--- src/rtl/clkgt_pkg.sv ---
// Shared types and constants for the multi-channel clock-gating controller.
package clkgt_pkg;

  typedef enum logic [1:0] {CG_ON, CG_HOLD, CG_OFF} cg_state_t;

  localparam int PERF_W = 32;

  // Saturating increment for the off-cycle performance counters.
  function automatic logic [PERF_W-1:0] sat_inc(input logic [PERF_W-1:0] v);
    return (&v) ? v : v + {{(PERF_W-1){1'b0}}, 1'b1};
  endfunction

endpackage

--- src/rtl/clkgt_cell.sv ---
// Latch-based integrated clock gate: enable is captured while ck is low,
// so q only ever carries whole ck high phases.
module clkgt_cell (
  input  logic te,
  input  logic e,
  input  logic ck,
  output logic q
);

  logic en_lat;

  always_latch begin
    if (!ck) en_lat <= e | te;
  end

  assign q = ck & en_lat;

endmodule

--- src/rtl/multi_clkgt_ctrl.sv ---
// Multi-channel clock-gating controller: per-channel ON/HOLD/OFF idle-hold FSM
// driving one ICG each. Optional off-cycle counters under CLKGT_PERF_EN.
module multi_clkgt_ctrl
  import clkgt_pkg::*;
#(
  parameter int NUM_CH = 4,
  parameter int HOLD_W = 4
) (
  input  logic                     clock,
  input  logic                     reset,
  input  logic                     te,
  input  logic                     force_on,
  input  logic [NUM_CH-1:0]        en_req,
  input  logic [NUM_CH*HOLD_W-1:0] hold_cfg,
  output logic [NUM_CH-1:0]        gck,
`ifdef CLKGT_PERF_EN
  input  logic                     perf_clr,
  output logic [NUM_CH*PERF_W-1:0] off_cnt,
`endif
  output logic [NUM_CH-1:0]        clk_on
);

  localparam logic [HOLD_W-1:0] CNT_ONE = HOLD_W'(1);

  for (genvar gi = 0; gi < NUM_CH; gi++) begin : gen_ch
    cg_state_t         state_reg;
    logic [HOLD_W-1:0] cnt_reg;
    logic              clk_on_reg;
    logic [HOLD_W-1:0] hold_val;
    logic              gate_e;

    assign hold_val = hold_cfg[gi*HOLD_W +: HOLD_W];

    // Reset lands in ON so downstream synchronous resets keep seeing edges.
    always_ff @(posedge clock or posedge reset) begin
      if (reset) begin
        state_reg  <= CG_ON;
        cnt_reg    <= '0;
        clk_on_reg <= 1'b1;
      end else begin
        unique case (state_reg)
          CG_ON: begin
            if (!en_req[gi]) begin
              if (hold_val != '0) begin
                state_reg <= CG_HOLD;
                cnt_reg   <= hold_val;
              end else begin
                state_reg  <= CG_OFF;
                clk_on_reg <= 1'b0;
              end
            end
          end
          CG_HOLD: begin
            // A fresh request beats expiry on the same edge.
            if (en_req[gi]) begin
              state_reg <= CG_ON;
            end else if (cnt_reg == CNT_ONE) begin
              state_reg  <= CG_OFF;
              clk_on_reg <= 1'b0;
            end else begin
              cnt_reg <= cnt_reg - CNT_ONE;
            end
          end
          CG_OFF: begin
            if (en_req[gi]) begin
              state_reg  <= CG_ON;
              clk_on_reg <= 1'b1;
            end
          end
          default: begin
            state_reg  <= CG_ON;
            clk_on_reg <= 1'b1;
          end
        endcase
      end
    end

    assign gate_e     = (state_reg != CG_OFF) | force_on;
    assign clk_on[gi] = clk_on_reg;

    clkgt_cell u_cell (
      .te (te),
      .e  (gate_e),
      .ck (clock),
      .q  (gck[gi])
    );

`ifdef CLKGT_PERF_EN
    logic [PERF_W-1:0] off_cnt_reg;

    // Counts only genuinely stopped cycles; forced-open cycles are excluded.
    always_ff @(posedge clock or posedge reset) begin
      if (reset) begin
        off_cnt_reg <= '0;
      end else if (perf_clr) begin
        off_cnt_reg <= '0;
      end else if (state_reg == CG_OFF && !force_on && !te) begin
        off_cnt_reg <= sat_inc(off_cnt_reg);
      end
    end

    assign off_cnt[gi*PERF_W +: PERF_W] = off_cnt_reg;
`endif
  end

endmodule

--- config.mk ---
export PLATFORM = sky130hd
export DESIGN_NAME = multi_clkgt_ctrl
export DESIGN_NICKNAME = d
export VERILOG_FILES = /design/src/rtl/clkgt_pkg.sv /design/src/rtl/clkgt_cell.sv /design/src/rtl/multi_clkgt_ctrl.sv
export SDC_FILE = /design/constraint.sdc
export NUM_CORES = 1
export LEC_CHECK = 0
export CAP_MARGIN = 20
export CORE_MARGIN = 4
export CORE_UTILIZATION = 56
export CTS_CLUSTER_DIAMETER = 50
export DETAILED_ROUTE_END_ITERATION = 12
export GPL_ROUTABILITY_DRIVEN = 0
export PLACE_DENSITY = 0.95
export SLEW_MARGIN = 20
export SYNTH_ARGS = -nofsm -noshare
export SYNTH_HDL_FRONTEND = slang
export SYNTH_SLANG_ARGS = --single-unit
--- constraint.sdc ---
create_clock -name clock -period 4 [get_ports clock]
set_input_delay 0.8 -clock clock [delete_from_list [all_inputs] [get_ports clock]]
set_output_delay 0.8 -clock clock [all_outputs]
set_load 0.005 [all_outputs]
==> impl_metrics.csv <==
group,metric,value,unit
outcome,outcome,"complete, no violations",
timing,hold_violations,0,
power,share_comb_of_total_power,0.289,
hold_path,hold_class,"register to register",
drt,vias_per_cell,5.68,
power,total_power,1.29,mW
synthesis,synthTopCellsByArea,"dfrtp_1, dfstp_2, a21oi_1, ha_1, o21ai_0",
worst_setup_path,r2r_start,"gen_ch[1].state_reg[0]$_DFFE_PP0P_",
placed_design,hpwlAfterDp,2.77,mm
grt,grt_max_degree,29,
timing,drv_slew,0,
grt,grt_antenna_before_repair,0,
synthesis,synth.most_common_cell,"dfrtp_1",
hold_path,hold_start,"gen_ch[3].clk_on_reg$_DFFE_PP1P_",
hold_path,hold_end,"gen_ch[3].clk_on_reg$_DFFE_PP1P_",
timing,fin_tns_setup,0,ps
synthesis,synth-async-reset-ratio,0.875,
placed_design,port_buffers,31,
layout,fin_cells,274,
power,irDropWorstVdd,0.000526,V
hold_path,hold_depth,2,
clock_tree,path_clk_slew,100,ps
timing,rsz0062_at_grt,"no",
clock_tree,clock_latency,450,ps
worst_setup_path,cp.arrival,3090,ps
floorplanning,core_area,3080,um^2
floorplanning,die-area,4200,um^2
timing,setup_slack,106,ps
grt,grt_pass1_wl,6.75,mm
layout,drive_gt1_frac,0.126,
layout,synthToLayoutAreaGrowth,21.2,%
floorplanning,initial_core_util,0.588,
power,swShare,0.358,
drt,drc,0,
worst_setup_path,reg2reg_slack,1310,ps
worst_setup_path,crit_type,"latch to primary output",
timing,fin_skew,3.20,ps
power,power.leakage,0.918,nW
power,p_int,828,uW
layout,diodes,0,
run,cap_viol_max_count,0,
synthesis,synth_ff_type,"dfrtp_1",
worst_setup_path,path_max_fanout,1,
drt,ant_nets,0,
worst_setup_path,setup.worst_path.start_class,"latch",
synthesis,yosysTopAreaCell,"dfrtp_1",
worst_setup_path,worstSetupEndpointType,"primary output",
timing,setup_violations,0,
floorplanning,ios,32,
drt,drt_pass1_iterations,4,
power,p_sw,462,uW
timing,slew_headroom,0.485,
synthesis,syn_avg_cell_area,9.14,um^2
synthesis,yosysUniqueCellTypes,41,
synthesis,syn-num-nets,230,
grt,grt.overflow.total,0,
timing,tightestPinTransition,765,ps
floorplanning,rows,20,
layout,nNetsFinal,260,
power,pwr-share-seq,0.391,
synthesis,synth_area,1810,um^2
placed_design,pre_cts_ws,231,ps
power,power.density,589,nW/um^2
drt,drt_iter0_markers,120,
power,power_frac_clock,0.319,
layout,nFillCells,236,
clock_tree,postCtsSetupRepairBufs,0,
placed_design,dp_cells,261,
synthesis,synth_top_area_frac,0.332,
clock_tree,tritoncts,"built",
worst_setup_path,cp.required,3200,ps
floorplanning,fp.dieW,64.8,um
synthesis,yosysWarnings,0,
synthesis,synth_common_cells,"dfrtp_1, nor2_1, a21oi_1, o21ai_0, inv_1",
synthesis,synth-seq-cells,32,
synthesis,synth-edff-count,0,
drt,drt_wl_total,3.93,mm
grt,grt_pass1_vias,1592,
floorplanning,die-height,64.8,um
drt,wl_per_cell,14.4,um
worst_setup_path,rr_worst_depth,1,
layout,largest_reg_flops,16,
worst_setup_path,worstReg2RegEnd,"gen_ch[1].u_cell.en_lat$_DLATCH_N_",
grt,grt_usage,0.219,
synthesis,syn_inst,198,
drt,via_count,1557,
-- per-stage QoR --
step	utilization	cell area, um^2	hold slack [ps]
finish	0.712	2190	497
global route	0.712	2190	525
CTS	0.717	2210	500
detailed placement	0.682	2100	484
global placement	0.682	2100	464
floorplan	-	1810	455
-- how the worst max path moves through the flow --
stage	from	slack (ps)	cells past startpoint	to
5_1_grt	gen_ch[2].u_cell.en_lat$_DLATCH_N_	40	2	gck[2]
6_report	gen_ch[3].u_cell.en_lat$_DLATCH_N_	110	2	gck[3]
3_3_place_gp	gen_ch[3].u_cell.en_lat$_DLATCH_N_	250	2	gck[3]
4_1_cts	gen_ch[1].u_cell.en_lat$_DLATCH_N_	7	2	gck[1]
3_5_place_dp	gen_ch[0].u_cell.en_lat$_DLATCH_N_	230	2	gck[0]
2_1_floorplan	gen_ch[1].u_cell.en_lat$_DLATCH_N_	630	2	gck[1]
-- worst max-delay path: stages (launching register included) --
cell and delay (ps):
dlxtn_1 410, and2_4 130, buf_2 100
-- repair_timing --
action,4_1_cts,5_1_grt
gates cloned,0,0
resized for setup,11,3
endpoints found under the setup margin,8,6
hold buffers,0,0
-- power by group through the flow --
| stage | clock network (mW) | logic, mW | registers (mW) |
|---|---|---|---|
| detailed placement | 0.111 | 0.372 | 0.508 |
| global placement | 0.111 | 0.347 | 0.502 |
| CTS | 0.436 | 0.375 | 0.503 |
| global route | 0.449 | 0.421 | 0.522 |
| floorplan | 0.0923 | 0.286 | 0.481 |
| finish | 0.412 | 0.373 | 0.505 |
-- final cells by class --
class / instances / area [um^2] / area share
multi-input combinational: 140 / 918 / 0.419
sequential: 32 / 766 / 0.349
timing repair buffer: 27 / 270 / 0.123
clock buffer: 15 / 95.1 / 0.0434
tap: 44 / 55.1 / 0.0251
inverter: 14 / 52.6 / 0.0240
clock inverter: 2 / 35.0 / 0.0160
-- placed cells by master, fill, tap and decap left out, types with 3 or more instances in the layout --
cell | netlist | routed
clkdlybuf4s50_1 | 0 | 27
dfrtp_1 | 24 | 24
nor2_1 | 21 | 21
o21ai_0 | 20 | 20
a21oi_1 | 20 | 20
inv_1 | 14 | 13
nand2_1 | 10 | 10
clkbuf_4 | 0 | 9
ha_1 | 8 | 8
nand3_1 | 6 | 6
nand2b_1 | 5 | 5
nor2b_1 | 4 | 4
o22ai_1 | 4 | 4
dfstp_2 | 4 | 4
dlxtn_1 | 4 | 4
nor3_1 | 3 | 3
and2_1 | 4 | 3
clkbuf_2 | 0 | 3
-- cell families (layout without fill, tap and decap cells) --
group / count (synthesis) / after routing / share of synthesized area
adder cells (fa/ha/maj): 8 / 8 / 0.0553
latches: 4 / 4 / 0.0332
multiplexers: 2 / 2 / 0.0111
AO/OA/AOI/OAI: 61 / 61 / 0.228
buffers and inverters: 26 / 58 / 0.0705
flip-flops: 28 / 28 / 0.390
AND/OR/NAND/NOR: 69 / 69 / 0.212
-- per-layer routing --
layer	vias up	GRT usage	share of wire
met1	736	0.229	0.41
met2	52	0.335	0.49
met4	0	0.172	0.030
li1	758	-	-
met3	11	0.104	0.069
met5	-	0	0
Power figures use the tool's default switching activity.
